--- src/rtl/xfer_pkg.sv ---
// Shared types and constants for the row transfer controller.
// Mode encodings match the address_calc select inputs.
package xfer_pkg;

  localparam int ADDR_W = 26;
  localparam int DIM_W  = 13;
  localparam int DATA_W = 16;

  localparam logic SRAM_ROWCACHE = 1'b1;
  localparam logic SRAM_OUTPUT   = 1'b0;
  localparam logic SDRAM_READ    = 1'b1;
  localparam logic SDRAM_WRITE   = 1'b0;

  typedef enum logic [3:0] {
    IDLE,
    INIT,
    LD_RD,
    LD_WR,
    LD_UPD,
    PROC,
    ST_RD,
    ST_WR,
    ST_UPD,
    ROW_END,
    DONE
  } xfer_state_t;

endpackage

--- src/rtl/word_mover.sv ---
// One-word read-then-write handshake engine: go_i launches a source read,
// the captured word is then written to the destination until it acks.
module word_mover #(
  parameter int W = 16
) (
  input  logic         clk,
  input  logic         rst,
  input  logic         go_i,
  input  logic         src_ack_i,
  input  logic [W-1:0] src_rdata_i,
  input  logic         dst_ack_i,
  output logic         src_req_o,
  output logic         dst_req_o,
  output logic [W-1:0] data_o,
  output logic         src_fire_o,
  output logic         done_o
);

  logic         src_req_q, src_req_d;
  logic         dst_req_q, dst_req_d;
  logic [W-1:0] data_q, data_d;

  // Acks only count while the matching request is up; stray acks fall away here.
  assign src_fire_o = src_req_q & src_ack_i;
  assign done_o     = dst_req_q & dst_ack_i;

  always_comb begin
    src_req_d = src_req_q;
    dst_req_d = dst_req_q;
    data_d    = data_q;
    if (go_i) begin
      src_req_d = 1'b1;
    end
    if (src_fire_o) begin
      src_req_d = 1'b0;
      dst_req_d = 1'b1;
      data_d    = src_rdata_i;
    end
    if (done_o) begin
      dst_req_d = 1'b0;
    end
  end

  always_ff @(posedge clk) begin
    if (rst) begin
      src_req_q <= 1'b0;
      dst_req_q <= 1'b0;
      data_q    <= '0;
    end else begin
      src_req_q <= src_req_d;
      dst_req_q <= dst_req_d;
      data_q    <= data_d;
    end
  end

  assign src_req_o = src_req_q;
  assign dst_req_o = dst_req_q;
  assign data_o    = data_q;

endmodule

--- src/rtl/row_transfer_ctrl.sv ---
// Row sequencer: loads each image row SDRAM->SRAM, hands it to the filter,
// then stores width-1 results SRAM->SDRAM while steering address_calc.
module row_transfer_ctrl
  import xfer_pkg::*;
(
  input  logic              clk,
  input  logic              rst,
  input  logic              start,
  input  logic [DIM_W-1:0]  image_width,
  input  logic [DIM_W-1:0]  image_height,
  output logic              calc_start,
  output logic              update,
  output logic              sram_mode,
  output logic              sdram_mode,
  output logic              sdram_req,
  output logic              sdram_we,
  input  logic              sdram_ack,
  input  logic [DATA_W-1:0] sdram_rdata,
  output logic [DATA_W-1:0] sdram_wdata,
  output logic              sram_req,
  output logic              sram_we,
  input  logic              sram_ack,
  input  logic [DATA_W-1:0] sram_rdata,
  output logic [DATA_W-1:0] sram_wdata,
  output logic              proc_start,
  input  logic              proc_done,
  output logic              busy,
  output logic              frame_done,
  output logic              dim_err
);

  xfer_state_t      state_q, state_d;
  logic [DIM_W-1:0] width_q, width_d;
  logic [DIM_W-1:0] width_m1_q, width_m1_d;
  logic [DIM_W-1:0] height_q, height_d;
  logic [DIM_W-1:0] word_cnt_q, word_cnt_d;
  logic [DIM_W-1:0] row_cnt_q, row_cnt_d;
  logic             sram_mode_q, sram_mode_d;
  logic             sdram_mode_q, sdram_mode_d;
  logic             busy_q, busy_d;
  logic             dim_err_q, dim_err_d;
  logic             frame_done_q, frame_done_d;
  logic             proc_start_q, proc_start_d;

  logic [DIM_W-1:0] word_inc, row_inc;
  logic             load_phase;
  logic             mv_go, mv_src_fire, mv_done;
  logic             mv_src_req, mv_dst_req, mv_src_ack, mv_dst_ack;
  logic [DATA_W-1:0] mv_src_rdata, mv_data;

  assign word_inc   = word_cnt_q + DIM_W'(1);
  assign row_inc    = row_cnt_q + DIM_W'(1);
  assign load_phase = (sram_mode_q == SRAM_ROWCACHE);

  always_comb begin
    state_d      = state_q;
    width_d      = width_q;
    width_m1_d   = width_m1_q;
    height_d     = height_q;
    word_cnt_d   = word_cnt_q;
    row_cnt_d    = row_cnt_q;
    sram_mode_d  = sram_mode_q;
    sdram_mode_d = sdram_mode_q;
    busy_d       = busy_q;
    dim_err_d    = dim_err_q;
    frame_done_d = 1'b0;
    proc_start_d = 1'b0;
    case (state_q)
      IDLE: begin
        if (start) begin
          width_d      = image_width;
          width_m1_d   = image_width - DIM_W'(1);
          height_d     = image_height;
          word_cnt_d   = '0;
          row_cnt_d    = '0;
          busy_d       = 1'b1;
          dim_err_d    = 1'b0;
          sram_mode_d  = SRAM_ROWCACHE;
          sdram_mode_d = SDRAM_READ;
          if (image_width < DIM_W'(2) || image_height == '0) begin
            dim_err_d = 1'b1;
            state_d   = DONE;
          end else begin
            state_d = INIT;
          end
        end
      end
      INIT:   state_d = LD_RD;
      LD_RD:  if (mv_src_fire) state_d = LD_WR;
      LD_WR:  if (mv_done) state_d = LD_UPD;
      LD_UPD: begin
        word_cnt_d = word_inc;
        if (word_inc < width_q) begin
          state_d = LD_RD;
        end else begin
          state_d      = PROC;
          proc_start_d = 1'b1;
        end
      end
      PROC: begin
        if (proc_done) begin
          word_cnt_d = '0;
          state_d    = ST_RD;
        end
      end
      ST_RD:  if (mv_src_fire) state_d = ST_WR;
      ST_WR:  if (mv_done) state_d = ST_UPD;
      ST_UPD: begin
        word_cnt_d = word_inc;
        state_d    = (word_inc == width_m1_q) ? ROW_END : ST_RD;
      end
      ROW_END: begin
        row_cnt_d  = row_inc;
        word_cnt_d = '0;
        state_d    = (row_inc < height_q) ? LD_RD : DONE;
      end
      DONE: begin
        busy_d       = 1'b0;
        frame_done_d = 1'b1;
        state_d      = IDLE;
      end
      default: state_d = IDLE;
    endcase
    // Modes switch only when a phase is entered, so they hold through its UPD cycles.
    if (state_d == LD_RD && state_q != LD_RD) begin
      sram_mode_d  = SRAM_ROWCACHE;
      sdram_mode_d = SDRAM_READ;
    end else if (state_d == ST_RD && state_q != ST_RD) begin
      sram_mode_d  = SRAM_OUTPUT;
      sdram_mode_d = SDRAM_WRITE;
    end
  end

  assign mv_go = (state_d == LD_RD && state_q != LD_RD) ||
                 (state_d == ST_RD && state_q != ST_RD);

  always_ff @(posedge clk) begin
    if (rst) begin
      state_q      <= IDLE;
      width_q      <= '0;
      width_m1_q   <= '0;
      height_q     <= '0;
      word_cnt_q   <= '0;
      row_cnt_q    <= '0;
      sram_mode_q  <= SRAM_ROWCACHE;
      sdram_mode_q <= SDRAM_READ;
      busy_q       <= 1'b0;
      dim_err_q    <= 1'b0;
      frame_done_q <= 1'b0;
      proc_start_q <= 1'b0;
    end else begin
      state_q      <= state_d;
      width_q      <= width_d;
      width_m1_q   <= width_m1_d;
      height_q     <= height_d;
      word_cnt_q   <= word_cnt_d;
      row_cnt_q    <= row_cnt_d;
      sram_mode_q  <= sram_mode_d;
      sdram_mode_q <= sdram_mode_d;
      busy_q       <= busy_d;
      dim_err_q    <= dim_err_d;
      frame_done_q <= frame_done_d;
      proc_start_q <= proc_start_d;
    end
  end

  // Load reads SDRAM and writes SRAM; store is the mirror image.
  assign mv_src_ack   = load_phase ? sdram_ack : sram_ack;
  assign mv_src_rdata = load_phase ? sdram_rdata : sram_rdata;
  assign mv_dst_ack   = load_phase ? sram_ack : sdram_ack;

  word_mover #(
    .W(DATA_W)
  ) u_mover (
    .clk        (clk),
    .rst        (rst),
    .go_i       (mv_go),
    .src_ack_i  (mv_src_ack),
    .src_rdata_i(mv_src_rdata),
    .dst_ack_i  (mv_dst_ack),
    .src_req_o  (mv_src_req),
    .dst_req_o  (mv_dst_req),
    .data_o     (mv_data),
    .src_fire_o (mv_src_fire),
    .done_o     (mv_done)
  );

  assign sdram_req   = load_phase ? mv_src_req : mv_dst_req;
  assign sdram_we    = !load_phase && mv_dst_req;
  assign sram_req    = load_phase ? mv_dst_req : mv_src_req;
  assign sram_we     = load_phase && mv_dst_req;
  assign sdram_wdata = mv_data;
  assign sram_wdata  = mv_data;

  assign calc_start = (state_q == INIT);
  assign update     = (state_q == LD_UPD) || (state_q == ST_UPD);
  assign sram_mode  = sram_mode_q;
  assign sdram_mode = sdram_mode_q;
  assign proc_start = proc_start_q;
  assign busy       = busy_q;
  assign frame_done = frame_done_q;
  assign dim_err    = dim_err_q;

endmodule

--- config.mk ---
export PLATFORM = sky130hd
export DESIGN_NAME = row_transfer_ctrl
export DESIGN_NICKNAME = d
export VERILOG_FILES = /design/src/rtl/xfer_pkg.sv /design/src/rtl/word_mover.sv /design/src/rtl/row_transfer_ctrl.sv
export SDC_FILE = /design/constraint.sdc
export NUM_CORES = 1
export LEC_CHECK = 0
export ABC_AREA = 1
export BUFFER_PORTS_ARGS = -buffer_cell sky130_fd_sc_hd__clkbuf_2
export CAP_MARGIN = 10
export CORE_MARGIN = 1
export CORE_UTILIZATION = 30
export DETAILED_ROUTE_END_ITERATION = 12
export PLACE_DENSITY_LB_ADDON = 0.1
export RECOVER_POWER = 50
export SETUP_SLACK_MARGIN = 0.4
export SLEW_MARGIN = 10
export SYNTH_ARGS = -nofsm -noshare
export SYNTH_HDL_FRONTEND = slang
export SYNTH_SLANG_ARGS = --single-unit
--- constraint.sdc ---
create_clock -name clk -period 3.15 [get_ports clk]
set_input_delay 0 -clock clk [delete_from_list [all_inputs] [get_ports clk]]
set_output_delay 0 -clock clk [all_outputs]
set_load 0.03 [all_outputs]
==> metrics.md, run 1 <==
| Metric | Value |
|---|---|
| ANT cells | `0` |
| TritonRoute pass-1 iters | `5` |
| Std-Cell Rows | `49` |
| Fillcell total | `1911` |
| Flops & latches, synth | `92` |
| Synth Flop Type | `dfxtp_1` |
| Number of global-route vias before repair | `4725` |
| Remaining antenna violation count | `0` |
| Sequential element share of the synthesized area | `33.42%` |
| Initial Util | `30.68%` |
| Drt wl/cell | `13.15 µm` |
| Syn Nets | `928` |
| Worst Setup End Kind | `flop` |
| WHS Endpoint | `width_q[11]` |
| Hold_sp | `image_width[11]` |
| VDD IR max | `0.2673 mV` |
| Reg2Reg Launch Point | `word_cnt_q[1]` |
| Port Buf Inserts | `107` |
| Reg2reg path depth | `24` |
| Startpoint types | `flop` |
| Max frequency | `0.3845 GHz` |
| Sw Ratio | `31.80%` |
| Nets | `1065` |
| Clock Sinks | `92` |
| Latest clock arrival within the worst-skew pair | `0.35 ns` |
| Tot Pwr | `3.123 mW` |
| Post-Route Skew | `0.006546 ns` |
| I/O Pins | `108` |
| Hold Crit Class | `primary input to flop` |
| Min cycle time layout | `2.601 ns` |
| Clock share of power | `36.8%` |
| Pwr Density | `429.7 nW/µm²` |
| R2R setup slack | `0.55 ns` |
| Normalized max-slew margin | `15.84%` |
| Die footprint | `18920 µm²` |
| Seq pwr share | `41.5%` |
| Die height | `137.5 µm` |
| First-pass GRT wire length | `24.85 mm` |
| Syn Inst Count | `836` |
| WL final | `15.87 mm` |
| H-Tree Depth | `3` |
| Layout Area Growth over Synthesis | `31.85%` |
| Leakage power | `3.246 nW` |
| Final Cycle Share | `82.56%` |
| Post-Layout Inst Area | `7267 µm²` |
| Worst EP arrival | `2.85 ns` |
| Mapped Avg Cell Area | `6.593 µm²` |
| Synth async-reset ratio | `0%` |
| Vias post-DR | `5541` |
| Antenna violations before repair | `1` |
| Placed Area | `6155 µm²` |
| Clock slew at reported path FFs | `0.07 ns` |
| Largest net degree at the start of global routing | `53` |
| Total GRT Usage | `17.21%` |
| Synth cell types | `38` |
| Worst-margin pin slew | `1.262 ns` |
| CP required | `3.40 ns` |
| FF-to-FF End | `u_mover.src_req_o` |
| Power Internal | `2.130 mW` |
| Final setup violation count | `0` |
| CTS tree | `done` |
| Post-synth EDFFs | `0` |
| Commonest non-fill, non-tap cell in the layout | `nand2_1` |
| Combinational power share | `21.7%` |
| Register Area | `1872 µm²` |
| Share of post-route cells with drive strength above 1 | `20.04%` |
| Switch Pwr | `0.9929 mW` |
| Drt initial violations | `386` |
| Multi-input logic area | `3201 µm²` |
| CTS Buf Count | `9` |
| RSZ-0062 raised after global routing | `yes` |
| WS Path Type | `flop to flop` |
| Hold path cells | `3` |
| Outcome | `completed` |
| DP HPWL | `11.18 mm` |
| Yosys Warn Count | `0` |
| Fin. max-slew vios | `0` |
| Max-cap viol count | `0` |
| Routed vias/inst | `4.591` |
| DRC Markers | `0` |
| Crit Path Max Fanout | `4` |
| CTS Buffer Depth | `2` |
| Clock root buffer | `clkbuf_16` |
| Aggregate global routing overflow | `0` |
| Post-route setup TNS | `0 ns` |
| Most frequent cells in the layout | `nand2_1, inv_1, a21oi_1` |
| Count of final hold-check violations | `0` |
| Die X | `137.5 µm` |
| Core Region | `17960 µm²` |
| GP Congestion | `0.8396` |
| Synthesized cell area | `5512 µm²` |
stage by stage:
step           utilization [%]  setup WS (ns)  hold slack (ns)  std cells
6_report                 40.45         0.5493          0.02093       1207
5_1_grt                  40.45         0.3101          0.04348       1207
4_1_cts                  38.59         0.4056         0.003409       1195
3_5_place_dp             34.26         0.2393           0.2833       1134
3_3_place_gp             34.26         0.2342           0.2815       1134
2_1_floorplan                -         0.6029           0.1446        836
timing repair:
item	in CTS	in global routing
pin swaps	3	28
setup endpoints to repair	3	4
hold buffers	40	0
hold endpoints to repair	45	0
setup buffers	5	12
resized for setup	10	76
worst max-delay path by stage:
stage	startpoint	endpoint	depth (start not counted)
3_5_place_dp	row_cnt_q[0]	u_mover.src_req_o	16
5_1_grt	word_cnt_q[1]	u_mover.src_req_o	24
4_1_cts	word_cnt_q[2]	sdram_mode	20
6_report	word_cnt_q[1]	u_mover.src_req_o	24
3_3_place_gp	row_cnt_q[0]	u_mover.src_req_o	16
2_1_floorplan	word_cnt_q[0]	sdram_mode	23
logic make-up (layout without fill, tap and decap cells):
family,after synthesis,in the layout,share of synthesized area [%]
AO/OA/AOI/OAI,188,188,17.93
XOR/XNOR,12,12,1.907
adder cells (fa/ha/maj),28,28,6.356
buffers and inverters,179,321,13.51
flip-flops,92,92,33.42
AND/OR/NAND/NOR,337,337,26.88
power groups by stage:
stage	registers [mW]	logic [mW]	clock network, mW
floorplan	1.36	0.397	0
global placement	1.33	0.618	0
detailed placement	1.33	0.613	0
CTS	1.30	0.664	1.20
global route	1.31	0.764	1.25
finish	1.29	0.677	1.15
area by class of cell:
class                           count  area share [%]
Multi-Input combinational cell    565           44.04
Sequential cell                    92           25.76
Timing Repair Buffer              173           15.13
Inverter                          132           6.853
Tap cell                          229           3.943
Clock buffer                       10           3.289
Clock inverter                      6          0.9814
critical path, cell delays in order, from the launching register on:
cell	delay, ns
dfxtp_4	0.38
ha_4	0.17
nand2_4	0.08
nor2_4	0.10
nand2_2	0.08
nor2_1	0.09
nand2_1	0.07
nand2_2	0.09
inv_4	0.04
ha_4	0.29
nand2_4	0.05
inv_2	0.05
nand3_2	0.07
nor2_2	0.08
nand4_1	0.12
nand2_2	0.13
nor2_1	0.05
nor2_1	0.09
nand3_1	0.10
nand2_1	0.10
inv_2	0.05
nand2_2	0.07
nand3_2	0.07
nand2_1	0.06
inv_1	0.05
layer usage:
layer | track usage, % | routed length (µm)
met1 | 26.01 | 8316
met2 | 24.73 | 6714
met3 | 2.980 | 764
met4 | 4.274 | 76
met5 | 0 | 0
synthesized netlist by cell type, drive strengths merged, types with 2 or more instances:
cell type	n	area [µm²]
nor2	88	364.1
dfxtp	92	1842
buf	20	147.6
clkbuf	27	101.4
nand4	15	93.84
o221ai	2	17.52
xor2	9	78.83
xnor2	3	26.28
nand2	159	619.3
nor3	9	45.04
o211ai	4	30.03
a21oi	105	525.5
o21ai	62	310.3
or2	6	37.54
inv	132	495.5
nand3	55	290.3
a211oi	5	37.54
a31oi	5	31.28
ha	28	350.3
nor4	3	18.77
flip-flops by register name (all words and copies together) (netlist names), 4 cells and up:
register        cells
row_cnt_q          13
height_q           13
state_q             4
width_q            13
u_mover.data_o     16
width_m1_q         13
word_cnt_q         13
(Power assumes the default switching activity.)
==> inputs of run 2 (changes only) <==
Clock period 3.15 ns to 2.4 ns, I/O delays scaled along.
==> run 2 against run 1 <==
Non-clock buffer count up 76; the run now ends with setup timing left; first-iteration DRC count down 28%; flip-flop and latch count unchanged; design area rose by 7.4%; worst setup slack worse by 0.74 ns; die area is the same; sequential share of layout area is 1.8 points lower; clock power up 26%; utilization increased by 3.0 points; clock skew is 0.0054 ns higher; register-to-register slack lost 0.74 ns.
==> metrics.md, run 2 (synthesis gave the netlist of run 1 again) <==
| Metric | Value |
|---|---|
| Critical Path Max Stage Delay | `0.37 ns (about the same)` |
| Die footprint | `18920 µm² (unchanged)` |
| Commonest non-fill, non-tap cell in the layout | `nand2_1` |
| Worst EP arrival | `2.86 ns (about the same)` |
| FF-to-FF End | `u_mover.src_req_o` |
| Hold Crit Class | `primary input to flop` |
| Grt met1 use | `25.63% (-0.38 points)` |
| Hold path cells | `3 (unchanged)` |
| Drt initial violations | `279 (-28%)` |
| WHS Endpoint | `height_q[5]` |
| Most frequent cells in the layout | `nand2_1, inv_1, a21oi_1` |
| Total GRT Usage | `18.07% (+0.86 points)` |
| Setup WS pre-CTS | `-0.2638 ns (-0.5031 ns)` |
| ANT cells | `0 (unchanged)` |
| Worst Setup End Kind | `flop` |
| Remaining antenna violation count | `0 (unchanged)` |
| Std-Cell Rows | `49 (unchanged)` |
| Hold_sp | `image_height[5]` |
| Port Buf Inserts | `107 (unchanged)` |
| Reg2Reg Launch Point | `word_cnt_q[1]` |
| Global routing's busiest layer | `met2` |
| Outcome | `complete, but fails checks` |
| TritonRoute pass-1 iters | `6 (+1)` |
| CTS Buf Count | `9 (unchanged)` |
| Core Region | `17960 µm² (unchanged)` |
| Antenna violations before repair | `1 (unchanged)` |
| Normalized max-slew margin | `44.74% (+29 points)` |
| Clock slew at reported path FFs | `0.08 ns (about the same)` |
| GR met2 Demand/Resource | `28.08% (+3.4 points)` |
| Cell chain of the critical path | `ha_4 > nand2_4 > nor2_4 > nand2_4 > nor2_2 > nand2_1 > nand2_2 > inv_2 > ha_4 > nand2_2 > inv_2 > nand3_2 > nor2_1 > nand4_1 > nand2_2 > nor2_2 > nor2_1 > nand3_1 > nand2_1 > inv_2 > nand2_2 > nand3_1 > nand2_1 > inv_1` |
| Vias post-DR | `5799 (+4.7%)` |
| Min cycle time layout | `2.596 ns (-0.005037 ns)` |
| DRC Markers | `0 (unchanged)` |
| Die X | `137.5 µm (unchanged)` |
| GP Congestion | `0.8252 (-1.7%)` |
| WS Path Type | `flop to flop` |
| Final worst slack | `-0.1957 ns (-0.7450 ns)` |
| Crit Path Max Fanout | `4 (unchanged)` |
| Share of post-route cells with drive strength above 1 | `24.48% (+4.4 points)` |
| Cell mode on critical path | `nand2_2` |
| Nets | `1141 (+7.1%)` |
| Max reg flops | `16 (unchanged)` |
| First-pass GRT wire length | `26.43 mm (+6.4%)` |
| Final Cycle Share | `108.2% (+26 points)` |
| Die height | `137.5 µm (unchanged)` |
| Fin. max-slew vios | `0 (unchanged)` |
| Slowest CP cell | `dfxtp_4` |
| Leakage power | `3.611 nW (+11%)` |
| Final setup violation count | `5 (+5)` |
| I/O Pins | `108 (unchanged)` |
| Drt wl/cell | `12.94 µm (-1.6%)` |
| Count of final hold-check violations | `0 (unchanged)` |
| Startpoint types | `flop` |
| CTS tree | `done` |
| H-Tree Depth | `3 (unchanged)` |
| CP delay by family, top | `simple AND/OR/NAND/NOR gates` |
| Largest net degree at the start of global routing | `44 (-17%)` |
| Routed vias/inst | `4.520 (-1.5%)` |
| Failing checks | `setup timing` |
| R2R setup slack | `-0.20 ns (-0.74 ns)` |
| Clock root buffer | `clkbuf_16` |
| Global-route track usage on met3 | `2.723% (-0.26 points)` |
| Post-Route Skew | `0.01198 ns (+0.005431 ns)` |
| Fillcell total | `1900 (-0.58%)` |
| Critical path buffer and inverter count | `4 (unchanged)` |
| DP HPWL | `12.03 mm (+7.6%)` |
| Layout Area Growth over Synthesis | `41.61%` |
| Pwr Density | `520.7 nW/µm² (+21%)` |
| Clock Sinks | `92 (unchanged)` |
| Max-cap viol count | `0 (unchanged)` |
| WL final | `16.61 mm (+4.6%)` |
| Reg2reg path depth | `24 (unchanged)` |
| VDD IR max | `0.3737 mV (+40%)` |
| Initial Util | `30.68% (unchanged)` |
| Tot Pwr | `4.064 mW (+30%)` |
| Max frequency | `0.3853 GHz (+0.19%)` |
| Number of global-route vias before repair | `5318 (+13%)` |
| Aggregate global routing overflow | `0 (unchanged)` |
| RSZ-0062 raised after global routing | `yes` |
| CP required | `2.66 ns (-0.74 ns)` |
| Worst-margin pin slew | `0.8289 ns (-0.4335 ns)` |
| Latest clock arrival within the worst-skew pair | `0.35 ns (about the same)` |
| CTS Buffer Depth | `2 (unchanged)` |
==> run 2: changes by cell type in the layout (fill, tap and decap cells not counted), moves of 4 or more <==
cell / before / now
dfxtp_2: 9 / 5
dfxtp_1: 78 / 82
buf_4: 21 / 85
dlygate4sd3_1: 40 / 47
==> run 2: layout make-up <==
| cell class | instances | area [µm²] | share of cell area (%) |
|---|---|---|---|
| multi-input combinational | 565 | 3201 | 41.01 |
| sequential | 92 | 1867 | 23.92 |
| timing repair buffer | 249 | 1662 | 21.29 |
| inverter | 132 | 499.2 | 6.396 |
| tap | 229 | 286.5 | 3.671 |
| clock buffer | 9 | 225.2 | 2.886 |
| clock inverter | 7 | 65.06 | 0.8336 |
==> run 2: where the power goes <==
part	switching (mW)	internal [mW]
sequential	0.0626	1.64
combinational	0.585	0.332
clock	0.715	0.732
total	1.36	2.70
==> run 2: stage by stage <==
stage | setup TNS [ns] | hold slack, ns | instances | util [%] | area, µm²
after floorplan | 0 | 0.1446 | 836 | - | 5593
after global placement | -0.4942 | 0.2789 | 1197 | 37.35 | 6709
after detailed placement | -0.6540 | 0.2788 | 1197 | 37.35 | 6709
after CTS | -0.3550 | 0.002155 | 1279 | 43.24 | 7767
after global routing | -1.806 | 0.03402 | 1283 | 43.45 | 7805
final | -0.7061 | 0.006674 | 1283 | 43.45 | 7805
==> run 2: per-layer routing <==
| layer | part of all wire [%] | routed length (µm) | up-vias |
|---|---|---|---|
| met1 | 51 | 8517 | 2549 |
| met2 | 43 | 7221 | 118 |
| met3 | 4.2 | 704 | 9 |
| met4 | 0.98 | 163 | 0 |
| met5 | 0 | 0 | - |
| li1 | - | - | 3123 |
==> run 2: worst max path at each step <==
stage / startpoint / depth (start not counted) / end / slack [ns]
floorplan: word_cnt_q[1] / 24 / u_mover.src_req_o / 0.04
global placement: word_cnt_q[2] / 18 / sdram_mode / -0.21
detailed placement: word_cnt_q[5] / 23 / u_mover.src_req_o / -0.26
CTS: word_cnt_q[0] / 24 / u_mover.src_req_o / -0.13
global route: word_cnt_q[1] / 24 / u_mover.src_req_o / -0.41
finish: word_cnt_q[1] / 24 / u_mover.src_req_o / -0.20
==> run 2: worst min-delay path, delay by kind of cell <==
family | cells | cell delay, ns
AOI/OAI and AO/OA | 2 | 0.21
buffers and inverters | 1 | 0.12
==> run 2: what timing repair did <==
action	4_1_cts	5_1_grt
hold buffers	47	0
gates resized for setup	41	27
setup buffers	19	4
hold endpoints to repair	43	0
setup endpoints to repair	8	11
pin swaps	28	18
